### config.mk
export PLATFORM = sky130hd
export DESIGN_NAME = id_stage_pipelined
export DESIGN_NICKNAME = d
export VERILOG_FILES = /design/src/rtl/id_pkg.sv /design/src/rtl/id_stage_pipelined_hazard.sv /design/src/rtl/id_stage_pipelined.sv
export SDC_FILE = /design/constraint.sdc
export NUM_CORES = 1
export LEC_CHECK = 0
export BUFFER_PORTS_ARGS = -buffer_cell sky130_fd_sc_hd__buf_2
export CAP_MARGIN = 10
export CORE_MARGIN = 2
export CORE_UTILIZATION = 44
export CTS_CLUSTER_SIZE = 8
export DETAILED_ROUTE_END_ITERATION = 6
export PLACE_DENSITY = 0.77
export SLEW_MARGIN = 30
export SYNTH_ARGS = -nofsm -noshare
export SYNTH_HDL_FRONTEND = slang
export SYNTH_SLANG_ARGS = --single-unit
### constraint.sdc
create_clock -name clk -period 2.2 [get_ports clk]
set_input_delay 0 -clock clk [delete_from_list [all_inputs] [get_ports clk]]
set_output_delay 0 -clock clk [all_outputs]
set_load 0.01 [all_outputs]
### src/rtl/id_pkg.sv
// Shared definitions for the pipelined DLX decode stage: control-bundle bit map,
// FSM and ALU encodings, and the opcode -> control decode used by the stage.
package id_pkg;

  localparam int CTRL_W     = 20;

  localparam int PCTOREG    = 0;
  localparam int REGTOPC    = 1;
  localparam int JUMP       = 2;
  localparam int BRANCH     = 3;
  localparam int BRZERO     = 4;
  localparam int RTYPE      = 5;
  localparam int REGWRITE   = 6;
  localparam int MEMTOREG   = 7;
  localparam int MEMWRITE   = 8;
  localparam int LOADSIGN   = 9;
  localparam int MUL        = 10;
  localparam int EXTOP      = 11;
  localparam int LHIOP      = 12;
  localparam int JUMPNONREG = 13;
  localparam int DSIZE_LO   = 14;
  localparam int ALUCTRL_LO = 16;

  localparam logic [1:0] DS_BYTE = 2'd0;
  localparam logic [1:0] DS_HALF = 2'd1;
  localparam logic [1:0] DS_WORD = 2'd2;

  typedef enum logic [1:0] {
    RUN    = 2'd0,
    DRAIN  = 2'd1,
    HALTED = 2'd2
  } id_state_e;

  typedef enum logic [3:0] {
    ALU_ADD = 4'd0,  ALU_SUB = 4'd1,  ALU_AND = 4'd2,  ALU_OR  = 4'd3,
    ALU_XOR = 4'd4,  ALU_SLL = 4'd5,  ALU_SRL = 4'd6,  ALU_SRA = 4'd7,
    ALU_SEQ = 4'd8,  ALU_SNE = 4'd9,  ALU_SLT = 4'd10, ALU_SGT = 4'd11,
    ALU_SLE = 4'd12, ALU_SGE = 4'd13
  } alu_op_e;

  function automatic alu_op_e alu_from_func(input logic [5:0] fn);
    alu_op_e a;
    case (fn)
      6'h20, 6'h21: a = ALU_ADD;
      6'h22, 6'h23: a = ALU_SUB;
      6'h24:        a = ALU_AND;
      6'h25:        a = ALU_OR;
      6'h26:        a = ALU_XOR;
      6'h04:        a = ALU_SLL;
      6'h06:        a = ALU_SRL;
      6'h07:        a = ALU_SRA;
      6'h28:        a = ALU_SEQ;
      6'h29:        a = ALU_SNE;
      6'h2A:        a = ALU_SLT;
      6'h2B:        a = ALU_SGT;
      6'h2C:        a = ALU_SLE;
      6'h2D:        a = ALU_SGE;
      default:      a = ALU_ADD;
    endcase
    return a;
  endfunction

  // Immediate set/shift opcodes share their low nibble with the matching R-type func.
  function automatic logic [CTRL_W-1:0] ctrl_decode(input logic [5:0] op, input logic [5:0] fn);
    logic [CTRL_W-1:0] c;
    c = '0;
    case (op)
      6'h00: begin
        c[RTYPE] = 1'b1; c[REGWRITE] = 1'b1;
        c[ALUCTRL_LO +: 4] = alu_from_func(fn);
      end
      6'h01: begin
        c[RTYPE] = 1'b1; c[REGWRITE] = 1'b1; c[MUL] = (fn == 6'h0E);
      end
      6'h02: begin
        c[JUMP] = 1'b1; c[JUMPNONREG] = 1'b1;
      end
      6'h03: begin
        c[JUMP] = 1'b1; c[JUMPNONREG] = 1'b1; c[PCTOREG] = 1'b1; c[REGWRITE] = 1'b1;
      end
      6'h04: begin
        c[BRANCH] = 1'b1; c[BRZERO] = 1'b1; c[EXTOP] = 1'b1;
      end
      6'h05: begin
        c[BRANCH] = 1'b1; c[EXTOP] = 1'b1;
      end
      6'h08, 6'h0A: begin
        c[REGWRITE] = 1'b1; c[EXTOP] = 1'b1;
        c[ALUCTRL_LO +: 4] = op[1] ? ALU_SUB : ALU_ADD;
      end
      6'h09, 6'h0B: begin
        c[REGWRITE] = 1'b1;
        c[ALUCTRL_LO +: 4] = op[1] ? ALU_SUB : ALU_ADD;
      end
      6'h0C: begin c[REGWRITE] = 1'b1; c[ALUCTRL_LO +: 4] = ALU_AND; end
      6'h0D: begin c[REGWRITE] = 1'b1; c[ALUCTRL_LO +: 4] = ALU_OR;  end
      6'h0E: begin c[REGWRITE] = 1'b1; c[ALUCTRL_LO +: 4] = ALU_XOR; end
      6'h0F: begin
        c[REGWRITE] = 1'b1; c[LHIOP] = 1'b1; c[ALUCTRL_LO +: 4] = ALU_SLL;
      end
      6'h12: begin
        c[JUMP] = 1'b1; c[REGTOPC] = 1'b1;
      end
      6'h13: begin
        c[JUMP] = 1'b1; c[REGTOPC] = 1'b1; c[PCTOREG] = 1'b1; c[REGWRITE] = 1'b1;
      end
      6'h14, 6'h16, 6'h17: begin
        c[REGWRITE] = 1'b1; c[ALUCTRL_LO +: 4] = alu_from_func({2'b00, op[3:0]});
      end
      6'h18, 6'h19, 6'h1A, 6'h1B, 6'h1C, 6'h1D: begin
        c[REGWRITE] = 1'b1; c[EXTOP] = 1'b1;
        c[ALUCTRL_LO +: 4] = alu_from_func({2'b10, op[3:0]});
      end
      6'h20, 6'h21, 6'h23, 6'h24, 6'h25: begin
        c[REGWRITE] = 1'b1; c[MEMTOREG] = 1'b1; c[EXTOP] = 1'b1;
        c[LOADSIGN] = ~op[2];
        c[DSIZE_LO +: 2] = (op[1:0] == 2'b11) ? DS_WORD : (op[0] ? DS_HALF : DS_BYTE);
      end
      6'h28, 6'h29, 6'h2B: begin
        c[MEMWRITE] = 1'b1; c[EXTOP] = 1'b1;
        c[DSIZE_LO +: 2] = (op[1:0] == 2'b11) ? DS_WORD : (op[0] ? DS_HALF : DS_BYTE);
      end
      default: c = '0;
    endcase
    return c;
  endfunction

endpackage

### src/rtl/id_stage_pipelined_hazard.sv
// Load-use hazard detector: stalls ID when the EX-stage load writes a register
// this instruction reads, unless ID is being flushed or the stage is not running.
module id_hazard_unit
  import id_pkg::*;
#(
  parameter int RADDR = 5
) (
  input  logic             i_valid,
  input  logic             i_ex_load,
  input  logic [RADDR-1:0] i_ex_dest,
  input  logic [RADDR-1:0] i_r1,
  input  logic [RADDR-1:0] i_r2,
  input  logic             i_use_b,
  input  logic             i_flush,
  input  logic             i_run,
  output logic             o_stall
);

  logic w_hit_a;
  logic w_hit_b;
  logic w_hazard;

  assign w_hit_a  = (i_ex_dest == i_r1);
  assign w_hit_b  = i_use_b & (i_ex_dest == i_r2);
  assign w_hazard = i_valid & i_ex_load & (i_ex_dest != {RADDR{1'b0}}) & (w_hit_a | w_hit_b);
  assign o_stall  = w_hazard & ~i_flush & i_run;

endmodule

### src/rtl/id_stage_pipelined.sv
// DLX decode stage with an ID/EX register, load-use stall, flush and a
// trap drain/halt sequencer.
module id_stage_pipelined
  import id_pkg::*;
#(
  parameter int              SIZE         = 32,
  parameter int              RADDR        = 5,
  parameter int              LINK_REG     = 31,
  parameter logic [SIZE-1:0] TRAP_WORD    = 32'h44000300,
  parameter int              DRAIN_CYCLES = 3
) (
  input  logic              clk,
  input  logic              reset,
  input  logic              valid_in,
  input  logic [SIZE-1:0]   instruction_in,
  input  logic [SIZE-1:0]   nextPC_in,
  input  logic [SIZE-1:0]   busA_in,
  input  logic [SIZE-1:0]   busB_in,
  input  logic              flush,
  input  logic              ex_load,
  input  logic [RADDR-1:0]  ex_destReg,
  output logic              stall_out,
  output logic [RADDR-1:0]  r1_out,
  output logic [RADDR-1:0]  r2_out,
  output logic              valid_out,
  output logic [CTRL_W-1:0] ctrl_out,
  output logic [SIZE-1:0]   nextPC_out,
  output logic [SIZE-1:0]   busA_out,
  output logic [SIZE-1:0]   busB_out,
  output logic [SIZE-1:0]   memVal_out,
  output logic [15:0]       imm16_out,
  output logic [25:0]       imm26_out,
  output logic [RADDR-1:0]  destReg_out,
  output logic              trap_out
);

  localparam logic [SIZE-1:0]  LHI_SHAMT  = SIZE'(16);
  localparam logic [RADDR-1:0] LINK_ADDR  = RADDR'(LINK_REG);
  localparam logic [3:0]       DRAIN_LOAD = 4'(DRAIN_CYCLES - 1);

  logic [CTRL_W-1:0] w_ctrl;
  logic [RADDR-1:0]  w_r1, w_r2, w_rd, w_dest;
  logic [15:0]       w_imm16;
  logic [25:0]       w_imm26;
  logic [SIZE-1:0]   w_ext, w_busA, w_busB;
  logic              w_trap_accept, w_bubble, w_run;

  id_state_e r_state, w_state_next;
  logic [3:0] r_cnt, w_cnt_next;

  logic              r_valid, r_trap;
  logic [CTRL_W-1:0] r_ctrl;
  logic [SIZE-1:0]   r_pc, r_busA, r_busB, r_memVal;
  logic [15:0]       r_imm16;
  logic [25:0]       r_imm26;
  logic [RADDR-1:0]  r_dest;

  assign w_ctrl  = ctrl_decode(instruction_in[31:26], instruction_in[5:0]);
  assign w_r1    = instruction_in[25:21];
  assign w_r2    = instruction_in[20:16];
  assign w_rd    = instruction_in[15:11];
  assign w_imm16 = instruction_in[15:0];
  assign w_imm26 = instruction_in[25:0];

  assign w_ext  = w_ctrl[EXTOP] ? {{(SIZE-16){w_imm16[15]}}, w_imm16} : {{(SIZE-16){1'b0}}, w_imm16};
  assign w_busA = w_ctrl[LHIOP] ? {{(SIZE-16){1'b0}}, w_imm16} : busA_in;
  assign w_busB = w_ctrl[RTYPE] ? busB_in : (w_ctrl[LHIOP] ? LHI_SHAMT : w_ext);
  assign w_dest = w_ctrl[PCTOREG] ? LINK_ADDR : (w_ctrl[RTYPE] ? w_rd : w_r2);

  assign r1_out = w_r1;
  assign r2_out = w_r2;
  assign w_run  = (r_state == RUN);

  id_hazard_unit #(.RADDR(RADDR)) u_hazard (
    .i_valid   (valid_in),
    .i_ex_load (ex_load),
    .i_ex_dest (ex_destReg),
    .i_r1      (w_r1),
    .i_r2      (w_r2),
    .i_use_b   (w_ctrl[RTYPE] | w_ctrl[MEMWRITE]),
    .i_flush   (flush),
    .i_run     (w_run),
    .o_stall   (stall_out)
  );

  // A trap is consumed as a bubble; flush and stall both keep it from being taken.
  assign w_trap_accept = w_run & valid_in & ~flush & ~stall_out & (instruction_in == TRAP_WORD);
  assign w_bubble      = flush | stall_out | ~w_run | w_trap_accept;

  // Next-state logic for the trap drain/halt sequencer.
  always_comb begin
    w_state_next = r_state;
    w_cnt_next   = r_cnt;
    case (r_state)
      RUN: begin
        if (w_trap_accept) begin
          w_state_next = DRAIN;
          w_cnt_next   = DRAIN_LOAD;
        end else begin
          w_state_next = RUN;
        end
      end
      DRAIN: begin
        if (r_cnt == 4'd0) begin
          w_state_next = HALTED;
        end else begin
          w_cnt_next = r_cnt - 4'd1;
        end
      end
      HALTED:  w_state_next = HALTED;
      default: w_state_next = RUN;
    endcase
  end

  // Sequencer state, drain counter and halt flag.
  always_ff @(posedge clk) begin
    if (!reset) begin
      r_state <= RUN;
      r_cnt   <= 4'd0;
      r_trap  <= 1'b0;
    end else begin
      r_state <= w_state_next;
      r_cnt   <= w_cnt_next;
      r_trap  <= (w_state_next == HALTED);
    end
  end

  // ID/EX register; bubbles clear only valid and control, data may stay stale.
  always_ff @(posedge clk) begin
    if (!reset) begin
      r_valid  <= 1'b0;
      r_ctrl   <= '0;
      r_pc     <= '0;
      r_busA   <= '0;
      r_busB   <= '0;
      r_memVal <= '0;
      r_imm16  <= 16'd0;
      r_imm26  <= 26'd0;
      r_dest   <= '0;
    end else if (w_bubble) begin
      r_valid <= 1'b0;
      r_ctrl  <= '0;
    end else begin
      r_valid  <= valid_in;
      r_ctrl   <= w_ctrl;
      r_pc     <= nextPC_in;
      r_busA   <= w_busA;
      r_busB   <= w_busB;
      r_memVal <= busB_in;
      r_imm16  <= w_imm16;
      r_imm26  <= w_imm26;
      r_dest   <= w_dest;
    end
  end

  assign valid_out   = r_valid;
  assign ctrl_out    = r_ctrl;
  assign nextPC_out  = r_pc;
  assign busA_out    = r_busA;
  assign busB_out    = r_busB;
  assign memVal_out  = r_memVal;
  assign imm16_out   = r_imm16;
  assign imm26_out   = r_imm26;
  assign destReg_out = r_dest;
  assign trap_out    = r_trap;

endmodule

## Word level (Yosys, flattened, before mapping)

Memory sizes are Yosys's and may differ from the RTL's.
Index checks and enable logic that the tools add are counted.

- Muxes and demuxes: 29
- Equality and inequality tests: 45
- Reductions and logical operators: 25
- $add $sub $neg: 1
- Bitwise gates (word level): 23

Operators with widths:

| kind | count |
|---|---|
| $mux 32 | 4 |
| $eq 6x5->1 const B | 11 |
| $eq 6x4->1 const B | 9 |
| $eq 6x6->1 const B | 8 |
| $eq 32x31->1 const B | 1 |
| $pmux 4 s8 | 1 |
| $reduce_or 26->1 | 1 |
| $reduce_or 18->1 | 1 |
| $mux 1 | 15 |
| $reduce_or 3->1 | 5 |
| $eq 4x3->1 const B | 3 |
| $eq 6x2->1 const B | 2 |
| $eq 6x3->1 const B | 2 |
| $reduce_or 2->1 | 6 |
| $reduce_or 4->1 | 3 |
| $and 1x1->1 | 10 |
| $eq 5x5->1 | 2 |
| $mux 5 | 2 |
| $pmux 3 s3 | 1 |
| $mux 4 | 2 |
| $not 1->1 | 8 |
| $pmux 4 s2 | 1 |
| $reduce_or 8->1 | 1 |
| $eq 2x2->1 const B | 3 |
| 15 further kinds | 21 |

- Word-level logic and storage cells: 141
- Flip-flop bits (word level): 203
- Bits of input ports: 138
- Output and inout port bits: 208
- Memories kept: 2
- ROM bits: 512

Memories:

| name | depth | width | read ports | clocked after memory_dff | wr ports | RTL line | text |
|---|---|---|---|---|---|---|---|
| (name not given) | 64 | 4 | 1 | 0 | 0 | id_pkg.sv:43 | `case (fn)` |
| (name not given) | 64 | 4 | 1 | 0 | 0 | id_pkg.sv:43 |  |

## Longest topological paths before layout

Gate-level depths: netlist of run 1.

- Word-level depth: 15
- Mapped depth: 11
- Depth with buffers taken out: 7

## By module

From an unflattened synthesis of run 1, not the netlist that was laid out.

- Cell total of the unflattened synthesis: 928
- Area, all modules: 8,314.2 µm²

Modules (own cells, without submodules):

| module | area an instance (µm²) | sequential area each (µm²) | cells each | times used |
|---|---|---|---|---|
| id_stage_pipelined | 8,172.8 | 3,743.6 | 910 | 1 |
| id_hazard_unit | 141.4 | 0.0 | 18 | 1 |

## Least setup slack after synthesis of run 1

Ideal clock, no wire load.

- Path kind: input-to-reg
- From: in instruction_in[31]
- To: reg r_imm16[0] (netlist: imm16_out[0])
- Arrival time: 2.191 ns
- Buffers on the path: 5
- Library setup time: 0.120 ns
- Stages on the path: 10
- Slack: -0.111 ns
- Required time: 2.080 ns
- Cells stage by stage: clkbuf_1 -> or4_4 -> or3_1 -> or4_1 -> buf_2 -> and3_1 -> buf_2 -> buf_6 -> buf_6 -> mux2i_1

- Word-level cells in the longest chain between the ends: 13
- Elaborated cells on any way between the ends: 22
- Classes of those cells: eq/ne: 5; mux: 2; bitwise: 12; reduce/logical: 3

Ends and longest elaborated chain:

| item | RTL line | text |
|---|---|---|
| start: declaration | id_stage_pipelined.sv:15 | `input logic [SIZE-1:0] instruction_in,` |
| $eq 6x6->1, or another cell as far along | id_pkg.sv:67 | `case (op)` |
| $reduce_or 3->1 / $reduce_or 2->1 (equally long branches) | - |  |
| $mux 1 | id_pkg.sv:67 |  |
| $or 1x1->1 | id_stage_pipelined.sv:80 | `.i_use_b (w_ctrl[RTYPE] \| w_ctrl[MEMWRITE]),` |
| $and 1x1->1 | id_stage_pipelined_hazard.sv:24 | `assign w_hit_b = i_use_b & (i_ex_dest == i_r2);` |
| $or 1x1->1 | id_stage_pipelined_hazard.sv:25 | `assign w_hazard = i_valid & i_ex_load & (i_ex_dest != {RADDR{1'b0}}) & (w_hit_a \| w_hit_b);` |
| $and 1x1->1 | id_stage_pipelined_hazard.sv:25 |  |
| $and 1x1->1 (2 in series) | id_stage_pipelined_hazard.sv:26 | `assign o_stall = w_hazard & ~i_flush & i_run;` |
| $not 1->1 | id_stage_pipelined.sv:87 | `assign w_trap_accept = w_run & valid_in & ~flush & ~stall_out & (instruction_in == TRAP_WORD);` |
| $and 1x1->1 (2 in series) | id_stage_pipelined.sv:87 |  |
| $or 1x1->1 * | id_stage_pipelined.sv:88 | `assign w_bubble = flush \| stall_out \| ~w_run \| w_trap_accept;` |
| end signal: assignment | id_stage_pipelined.sv:150 | `r_imm16 <= w_imm16;` |
| end: declaration | id_stage_pipelined.sv:54 | `logic [15:0] r_imm16;` |

Mark *: on every way between the ends. The rest lies on a longest branch, timed or not.
A chain may end at the register's enable or synchronous reset.

## Final worst setup path of run 1

- From: reg r_state[0]
- To: reg r_busB[8] (netlist: busB_out[8])

- Word-level cells in the longest chain between the ends: 6
- Elaborated cells on any way between the ends: 11
- Classes of those cells: bitwise: 10; reduce/logical: 1

Ends and longest elaborated chain:

| item | RTL line | text |
|---|---|---|
| start: declaration | id_stage_pipelined.sv:48 | `id_state_e r_state, w_state_next;` |
| start signal: assignment | id_stage_pipelined.sv:122 | `r_state <= w_state_next;` |
| $logic_not 2->1 * | id_stage_pipelined.sv:72 | `assign w_run = (r_state == RUN);` |
| $and 1x1->1, on equally long branches | id_stage_pipelined.sv:87, id_stage_pipelined_hazard.sv:26 |  |
| $and 1x1->1 / $not 1->1 (equally long branches) | id_stage_pipelined.sv:87 |  |
| $and 1x1->1 (2 in series) | id_stage_pipelined.sv:87 |  |
| $or 1x1->1 * | id_stage_pipelined.sv:88 |  |
| end signal: assignment | id_stage_pipelined.sv:148 | `r_busB <= w_busB;` |
| end: declaration | id_stage_pipelined.sv:53 | `logic [SIZE-1:0] r_pc, r_busA, r_busB, r_memVal;` |

Marks and branches as above.

==> impl_metrics.yaml, run 1 <==
outcome:
  status: "finished, final reports clean"
timing:
  drv_slew: 0
  skew_ns: 0.007856
  finalCritPeriodShare: 0.9489
  fmax_mhz: 479.0
  setup_viol: 0
  worst_pin_slew_ns: 0.6421
  rsz0062_at_grt: "no"
  slew_headroom: 0.5719
  finalHoldViolations: 0
  fin_crit_ns: 2.088
yosys:
  synth_area_um2: 8537
  synth_seq_cells: 187
  ys_seq_area_frac: 0.4385
  async_flop_share: 0
  syn_area_per_cell_um2: 8.676
  yosysWarnings: 0
  synth_cells: 984
  synth_nets: 1127
  ys_types: 50
  synth-edff-count: 0
  ys.flop_type: "dfxtp_1"
routing:
  drt_iter0_markers: 713
  post_drt_wl_per_cell_um: 18.49
  routed.top_layer: "met4"
  wl_met2_mm: 15.02
  drcViolationCount: 0
  via_count: 9282
  route.met3.wl_mm: 2.648
  drt_wl_total_mm: 31.26
  ant_nets: 0
  wl_met1_mm: 12.61
  viasPerCell: 5.489
  first_pass_iters: 7
placement:
  place_area_um2: 10600
  hpwl_mm: 20.94
  port-buffer-count: 345
  gp_congestion: 0.9394
setup_path:
  worst_ep_arrival_time_ns: 2.41
  startpoint_type: "flip-flop"
  cp-end-kind: "flip-flop"
  path_class: "flip-flop to flip-flop"
  cp.required_ns: 2.52
  crit_path_max_fanout: 44
power_and_ir_drop:
  pwr_density_cell_nw_per_um2: 672.1
  p_sw_mw: 2.350
  seq_power_share: 0.441
  p_leak_nw: 5.963
  p_clk_frac: 0.378
  p_int_mw: 6.035
  swShare: 0.2803
  power_mw: 8.384
  pwr-share-comb: 0.181
  vdd_drop_max_mv: 0.5049
grt:
  track_usage: 0.2893
  globalRouteOverflowTotal: 0
  antenna_found_initial: 0
  grt_pass1_vias: 8890
  grt_pass1_wl_mm: 46.54
  grt_max_degree: 119
layout:
  drive_above_1_share: 0.3224
  final_core_util: 0.6603
  stdcell_area_um2: 12480
  syn_to_final_growth_pct: 46.14
  nets: 1561
clock_tree:
  clockRootBuffer: "clkbuf_16"
  clkSinkCount: 187
  clkLatencyLatePin_ns: 0.43
  cts-buffers-inserted: 17
  post_cts_buffers: 0
  path_clk_slew_ns: 0.07
  cts_tree: "built"
  cts-htree-levels: 4
  cts_buffer_depth: 2
die:
  dieWidth_um: 143.3
  initial_core_util: 0.4519
  chipHeight_um: 143.3
  core_um2: 18890
  ios: 346
  std_cell_rows: 50
  dieArea_um2: 20530
worst_hold_path:
  min_path_type: "input pin to flip-flop"
run:
  maxCapViolCount: 0
==> layout by cell type (no fill, tap or decap), drive strengths merged, types with 3 or more instances in the layout <==
master | synthesis | routed
a21oi | 11 | 11
nor3b | 3 | 3
nor4 | 7 | 7
nand3 | 37 | 37
o22ai | 3 | 3
a22oi | 16 | 16
inv | 10 | 15
mux2i | 113 | 113
nand4 | 5 | 5
nor3 | 14 | 14
a31oi | 55 | 55
a211oi | 19 | 19
o21ai | 5 | 5
nor2 | 24 | 24
ha | 5 | 5
nor4b | 4 | 4
dfxtp | 187 | 187
nand2b | 8 | 8
a311oi | 37 | 37
or4 | 4 | 4
clkbuf | 74 | 19
nor2b | 9 | 9
and3 | 4 | 4
buf | 46 | 413
or3 | 3 | 3
nand2 | 246 | 246
dlygate4sd3 | 0 | 121
clkinvlp | 0 | 3
xnor2 | 11 | 11
clkinv | 0 | 3
==> synth_stat cells, types with 7 or more instances <==
library cell	instances	area, µm²
dfxtp_1	187	3744
a311oi_1	37	324.1
buf_4	27	202.7
clkbuf_1	74	277.8
inv_1	10	37.54
nor3_1	14	70.07
nor2b_1	9	56.30
nor4_1	7	43.79
a211oi_1	19	142.6
nand2_1	246	923.4
nand3_1	37	185.2
nor2_1	24	90.09
a31oi_1	55	344.1
a22oi_1	16	120.1
buf_2	8	40.04
xnor2_1	11	96.34
a21oi_1	11	55.05
mux2i_1	113	1131
nand2b_1	8	50.05
buf_6	10	112.6
==> critical path, stage by stage, from the launching register on <==
cell	delay, ns
dfxtp_1	0.32
nor3_2	0.20
o2111ai_1	0.17
or4_4	0.55
and3_4	0.26
buf_12	0.21
a211oi_1	0.26
==> per-layer routing <==
metal,track usage,vias to the layer above
li1,-,4330
met1,0.3627,4345
met2,0.4911,535
met3,0.05531,72
met4,0.1156,0
met5,0,-
==> power groups by stage <==
stage / Clock, mW / Sequential [mW] / Combinational [mW]
after global routing: 3.38 / 3.72 / 1.62
final: 3.17 / 3.70 / 1.52
after global placement: 0 / 3.76 / 1.28
after floorplan: 0 / 3.86 / 0.621
after detailed placement: 0 / 3.77 / 1.30
after CTS: 3.22 / 3.69 / 1.48
==> area by class of cell <==
cell class,count,area [µm²]
fill,1497,6417
multi-input combinational,667,4170
sequential,187,3744
timing repair buffer,535,3596
clock buffer,18,439.2
tap,260,325.3
clock inverter,13,161.4
inverter,10,37.54
antenna,1,2.502
==> through the flow <==
stage | hold slack (ns) | cells | TNS [ns] | worst slack, ns
6_report | 0.01497 | 1691 | 0 | 0.1124
5_1_grt | 0.01911 | 1690 | 0 | 0.002303
4_1_cts | 0.001153 | 1689 | 0 | 0.03900
2_1_floorplan | 0.09177 | 984 | -8.362 | -0.09158
3_5_place_dp | 0.2527 | 1537 | -44.89 | -0.3365
3_3_place_gp | 0.2471 | 1537 | -37.88 | -0.2787
==> cell families after synthesis <==
family                   synth area share
multiplexers                       0.1325
AND/OR/NAND/NOR                    0.1955
adder cells (fa/ha/maj)          0.007328
buffers and inverters             0.07900
XOR/XNOR                          0.01231
flip-flops                         0.4385
AO/OA/AOI/OAI                      0.1348
==> registers in the layout, indices dropped and copies added, names as in the netlist <==
| register | count |
|---|---|
| busA_out | 32 |
| busB_out | 32 |
| memVal_out | 32 |
| nextPC_out | 32 |
| ctrl_out | 20 |
| imm16_out | 15 |
| imm26_out | 11 |
| destReg_out | 5 |
| r_cnt | 4 |
| r_state | 2 |
| trap_out | 1 |
| valid_out | 1 |
==> final timing paths <==
path,slack (ns),cells past startpoint,to,start
setup / recovery,0.11,6,busB_out[8],r_state[0]
hold / removal,0.01,3,busA_out[0],busA_in[0]
setup reg to reg,0.11,6,busB_out[8],r_state[0]
hold reg to reg,0.46,2,memVal_out[11],memVal_out[11]
==> what timing repair did <==
| action | 4_1_cts | 5_1_grt |
|---|---|---|
| hold buffers | 121 | 0 |
| gates cloned | 0 | 1 |
| hold endpoints to repair | 149 | 0 |
| resized for setup | 2 | 7 |
| pin swaps | 0 | 1 |
| endpoints found under the setup margin | 178 | 32 |
Power figures use the tool's default switching activity.
==> run 2: changes to the inputs <==
Clock period 2.2 ns to 1.8 ns, I/O delays scaled along.
==> run 2 against run 1 <==
The run now ends with setup timing left. Clock skew shrank 0.00085 ns. Die area is the same. Count of clock-buffer cells in the layout did not move. Clock power rose by 15%. Non-clock buffer count increased by 43. Utilization is 6.1 points higher. Flip-flop and latch count is the same. Register-to-register slack got worse by 0.37 ns. Critical path type unchanged. Sequential share of layout area decreased by 2.5 points. Via count rose by 5.0%.
==> impl_metrics.yaml, run 2 (synthesis results as in run 1) <==
outcome:
  status: "complete, but fails checks"
  violations: "setup timing"
placement:
  gp_congestion: 0.9397
  port-buffer-count: 345
  place_area_um2: 10790
  hpwl_mm: 21.15
setup_path:
  cp-end-kind: "flip-flop"
  path_class: "flip-flop to flip-flop"
  cp.required_ns: 2.15
  crit_path_max_fanout: 10
  startpoint_type: "flip-flop"
  worst_ep_arrival_time_ns: 2.40
routing:
  ant_nets: 0
  drcViolationCount: 0
  drt_wl_total_mm: 35.28
  post_drt_wl_per_cell_um: 20.33
  drt_iter0_markers: 703
  first_pass_iters: 5
  viasPerCell: 5.615
  via_count: 9742
power_and_ir_drop:
  pwr_density_cell_nw_per_um2: 758.1
  vdd_drop_max_mv: 0.6728
  p_leak_nw: 6.400
timing:
  fin_hold_ws_ns: 0.01522
  fmax_mhz: 487.0
  totalNegativeSetupSlack_ns: -28.07
  worst_slack_ns: -0.2536
  finalHoldViolations: 0
  skew_ns: 0.007011
  finalCritPeriodShare: 1.141
  worst_pin_slew_ns: 0.7975
  setup_viol: 182
  drv_slew: 0
  slew_headroom: 0.4684
  rsz0062_at_grt: "yes"
  fin_crit_ns: 2.054
layout:
  final_common_cell: "buf_2"
  stdcell_area_um2: 13630
  mostFrequentLayoutCells: "344 x buf_2, 245 x nand2_1, 185 x dfxtp_1"
  syn_to_final_growth_pct: 59.68
  drive_above_1_share: 0.3942
  nets: 1604
worst_hold_path:
  min_path_type: "input pin to flip-flop"
clock_tree:
  clockRootBuffer: "clkbuf_16"
  cts-htree-levels: 4
  cts_buffer_depth: 2
  clkLatencyLatePin_ns: 0.44
  path_clk_slew_ns: 0.08
  clkSinkCount: 187
  cts_tree: "built"
  cts-buffers-inserted: 17
die:
  ios: 346
  dieWidth_um: 143.3
  initial_core_util: 0.4519
  dieArea_um2: 20530
  core_um2: 18890
  chipHeight_um: 143.3
  std_cell_rows: 50
grt:
  grt_pass1_wl_mm: 50.21
  track_usage: 0.3148
  grt_pass1_vias: 9311
  grt_max_degree: 116
  globalRouteOverflowTotal: 0
  antenna_found_initial: 0
run:
  maxCapViolCount: 0
run 2: cell count changes in the layout (fill, tap and decap cells not counted), sizes merged:
cell | before | now
buf | 413 | 453
clkinvlp | 3 | 1
clkbuf | 19 | 26
dlygate4sd3 | 121 | 117
bufinv | 2 | 0
clkinv | 3 | 5
inv | 15 | 18
run 2: what timing repair did:
item                                    CTS  global route
cloned                                    9            11
setup buffers                             8             3
hold buffers                            117             0
endpoints found under the hold margin   147             0
pin swaps                                 5             5
endpoints found under the setup margin  185           185
gates resized for setup                  50            63
run 2: metrics by stage:
step	utilization	total power [mW]	std cells	setup slack, ns
5_1_grt	0.7214	10.70	1734	-0.3183
3_5_place_dp	0.5709	6.230	1555	-0.7083
3_3_place_gp	0.5709	6.193	1555	-0.6666
2_1_floorplan	-	5.485	984	-0.4916
4_1_cts	0.6902	10.15	1720	-0.2583
6_report	0.7215	10.33	1735	-0.2536
run 2: path summary, 6_finish.rpt:
path                     start       endpoint  slack, ns  cells past startpoint
max                 r_state[1]   busB_out[21]      -0.25                      8
min          instruction_in[1]   imm16_out[1]       0.02                      4
max reg2reg         r_state[1]   busB_out[21]      -0.25                      8
min reg2reg      memVal_out[0]  memVal_out[0]       0.46                      2
run 2: critical path, cell delays in order, from the launching register on:
cell and delay (ns):
dfxtp_2 0.33, nor3_2 0.14, buf_4 0.15, o2111ai_4 0.10, or4_4 0.46, and3_4 0.21, buf_12 0.16, clkbuf_16 0.17
a311oi_2 0.23
run 2: final cells by class:
| class | count | area (µm²) |
|---|---|---|
| diodes | 1 | 2.502 |
| clock buffers | 18 | 429.2 |
| clock inverters | 14 | 125.1 |
| fillers | 1345 | 5261 |
| inverters | 10 | 37.54 |
| multi-input cells | 667 | 4611 |
| flip-flops and latches | 187 | 3746 |
| well taps | 260 | 325.3 |
| repair buffers | 578 | 4355 |
run 2: per-layer routing:
layer	GRT usage	share of wire
met1	0.3809	0.39
met2	0.5261	0.48
met3	0.07597	0.089
met4	0.1527	0.043
met5	0	0
run 2: power by group:
group / internal, mW / switching (mW) / leakage, nW / total, mW
Combinational: 1.06 / 1.11 / 4.59 / 2.17
Sequential: 4.38 / 0.150 / 1.54 / 4.53
Clock: 1.83 / 1.80 / 0.272 / 3.63
==> run 3: changes to the inputs <==
Settings changed: CORE_UTILIZATION 44 to 25, CTS_BUF_LIST from default to sky130_fd_sc_hd__clkbuf_8, PLACE_DENSITY 0.77 to default.
==> run 3 against run 2 <==
The run still ends with setup timing left. Sequential power about the same. Worst setup slack got worse by 0.15 ns. Utilization is 31 points lower. Clock power shrank 24%. Non-clock buffer count rose by 16. Die area up 74%. Critical path depth increased by 2. Clock skew rose by 0.0067 ns. Count of clock-buffer cells in the layout is 2 higher. Worst hold slack better by 0.046 ns. Critical path type is now input pin to flip-flop. Largest cell class unchanged. Largest power group unchanged.
==> impl_metrics.yaml, run 3 (synthesis results as in run 1) <==
die:
  core_um2: 33620
  chipHeight_um: 188.8
  dieArea_um2: 35640
  initial_core_util: 0.2540
  ios: 346
  std_cell_rows: 67
  dieWidth_um: 188.8
routing:
  post_drt_wl_per_cell_um: 19.01
  via_count: 9529
  first_pass_iters: 4
  drt_iter0_markers: 499
  drt_wl_total_mm: 36.92
  viasPerCell: 4.907
  drcViolationCount: 0
  ant_nets: 0
setup_path:
  r2r_end: "nextPC_out[0]"
  r2r_setup_slack_ns: -0.37
  crit_chain: "buf_2 > dlygate4sd3_1 > nand2b_1 > or3_1 > or4_2 > and3_4 > buf_12 > buf_12 > buf_16 > mux2i_2"
  cp.required_ns: 2.19
  slowest_stage: "or4_2"
  startpoint_type: "input pin"
  reg2regPathDepth: 9
  crit_path_max_fanout: 5
  worst_ep_arrival_time_ns: 2.60
  reg2reg_from: "r_state[1]"
  cp_common_cell: "buf_12"
  cp-end-kind: "flip-flop"
  slowest_delay_ns: 0.64
  path_class: "input pin to flip-flop"
timing:
  fin_crit_ns: 2.207
  drv_slew: 0
  finalCritPeriodShare: 1.226
  worst_slack_ns: -0.4073
  finalHoldViolations: 0
  totalNegativeSetupSlack_ns: -58.58
  slew_headroom: 0.3581
  fmax_mhz: 453.0
  worst_pin_slew_ns: 0.9629
  skew_ns: 0.01373
  rsz0062_at_grt: "yes"
  setup_viol: 185
clock_tree:
  cts-buffers-inserted: 17
  cts_buffer_depth: 2
  cts_tree: "built"
  clkSinkCount: 187
  clkLatencyLatePin_ns: 0.50
  clockRootBuffer: "clkbuf_8"
  path_clk_slew_ns: 0.11
  cts-htree-levels: 4
grt:
  use_met3: 0.04768
  grt_use_met2: 0.3264
  busiest_layer: "met2"
  grt_max_degree: 120
  track_usage: 0.1999
  grt_pass1_wl_mm: 54.68
  gr-usage-met1: 0.2537
  antenna_found_initial: 5
  grt_pass1_vias: 9216
  globalRouteOverflowTotal: 0
layout:
  syn_to_final_growth_pct: 61.29
  final_common_cell: "buf_2"
  mostFrequentLayoutCells: "344 x buf_2, 245 x nand2_1, 185 x dfxtp_1"
  nets: 1620
  drive_above_1_share: 0.3886
placement:
  gp_congestion: 0.8608
  hpwl_mm: 24.13
  port-buffer-count: 345
power_and_ir_drop:
  pwr_density_cell_nw_per_um2: 688.0
  power_mw: 9.473
  vdd_drop_max_mv: 0.4137
  p_leak_nw: 6.316
worst_hold_path:
  hp-start: "instruction_in[16]"
  hold_end: "destReg_out[0]"
  min_path_type: "input pin to flip-flop"
  holdPathStages: 4
outcome:
  status: "complete, but fails checks"
  violations: "setup timing"
run:
  maxCapViolCount: 0
[run 3: cell types whose count changed in the layout (fill, tap and decap cells not counted), moves of 4 or more]
cell / before / now
mux2i_2: 6 / 2
a311oi_2: 23 / 30
a211oi_2: 4 / 17
mux2i_1: 107 / 111
a311oi_1: 14 / 7
clkbuf_16: 25 / 3
nor2_2: 6 / 1
a31oi_1: 35 / 31
clkbuf_8: 0 / 20
nor2_1: 16 / 23
a211oi_1: 15 / 2
dlygate4sd3_1: 117 / 141
[run 3: power by group]
| group | internal (mW) | switching [mW] | total, mW | leakage (nW) |
|---|---|---|---|---|
| Clock | 1.08 | 1.69 | 2.77 | 0.191 |
| Combinational | 1.06 | 1.11 | 2.17 | 4.58 |
| Sequential | 4.38 | 0.147 | 4.53 | 1.54 |
[run 3: critical path, delay by kind of cell]
family | cells | cell delay [ns]
buffers and inverters | 5 | 1.11
multiplexers | 1 | 0.14
AND/OR/NAND/NOR | 4 | 1.34
[run 3: per-layer routing]
layer	vias up	wire length, µm
met5	-	0
met4	0	1073
met3	62	2499
met2	383	17390
met1	4629	15960
li1	4455	-
[run 3: repair_timing]
action | in CTS | in global routing
gates resized for setup | 64 | 44
cloned | 9 | 3
endpoints found under the hold margin | 165 | 0
hold buffers | 141 | 0
endpoints found under the setup margin | 186 | 186
pin swaps | 5 | 2
buffers inserted | 8 | 2
[run 3: area by class of cell]
class,count,area [µm²]
diodes,4,10.01
clock buffers,20,275.3
clock inverters,12,91.34
fillers,3276,19850
inverters,10,37.54
multi-input cells,667,4657
flip-flops and latches,187,3746
well taps,448,560.5
repair buffers,594,4392
[run 3: through the flow]
step	area, µm²	hold WS, ns	setup WS (ns)	std cells	utilization
global placement	11040	0.2460	-0.7813	1746	0.3285
floorplan	8630	0.09177	-0.4916	984	-
CTS	13450	0.002137	-0.3294	1935	0.4002
finish	13770	0.06093	-0.4073	1942	0.4096
detailed placement	11040	0.2556	-0.7719	1746	0.3285
global route	13760	0.01516	-0.4286	1940	0.4095
[run 3: worst max-delay path by stage]
| stage | startpoint | endpoint | slack (ns) | depth (start not counted) |
|---|---|---|---|---|
| global placement | instruction_in[12] | ctrl_out[10] | -0.78 | 9 |
| finish | instruction_in[26] | nextPC_out[0] | -0.41 | 10 |
| floorplan | instruction_in[29] | imm26_out[15] | -0.49 | 10 |
| CTS | r_state[1] | nextPC_out[10] | -0.33 | 9 |
| detailed placement | instruction_in[4] | ctrl_out[0] | -0.77 | 8 |
| global route | r_state[1] | nextPC_out[0] | -0.43 | 9 |
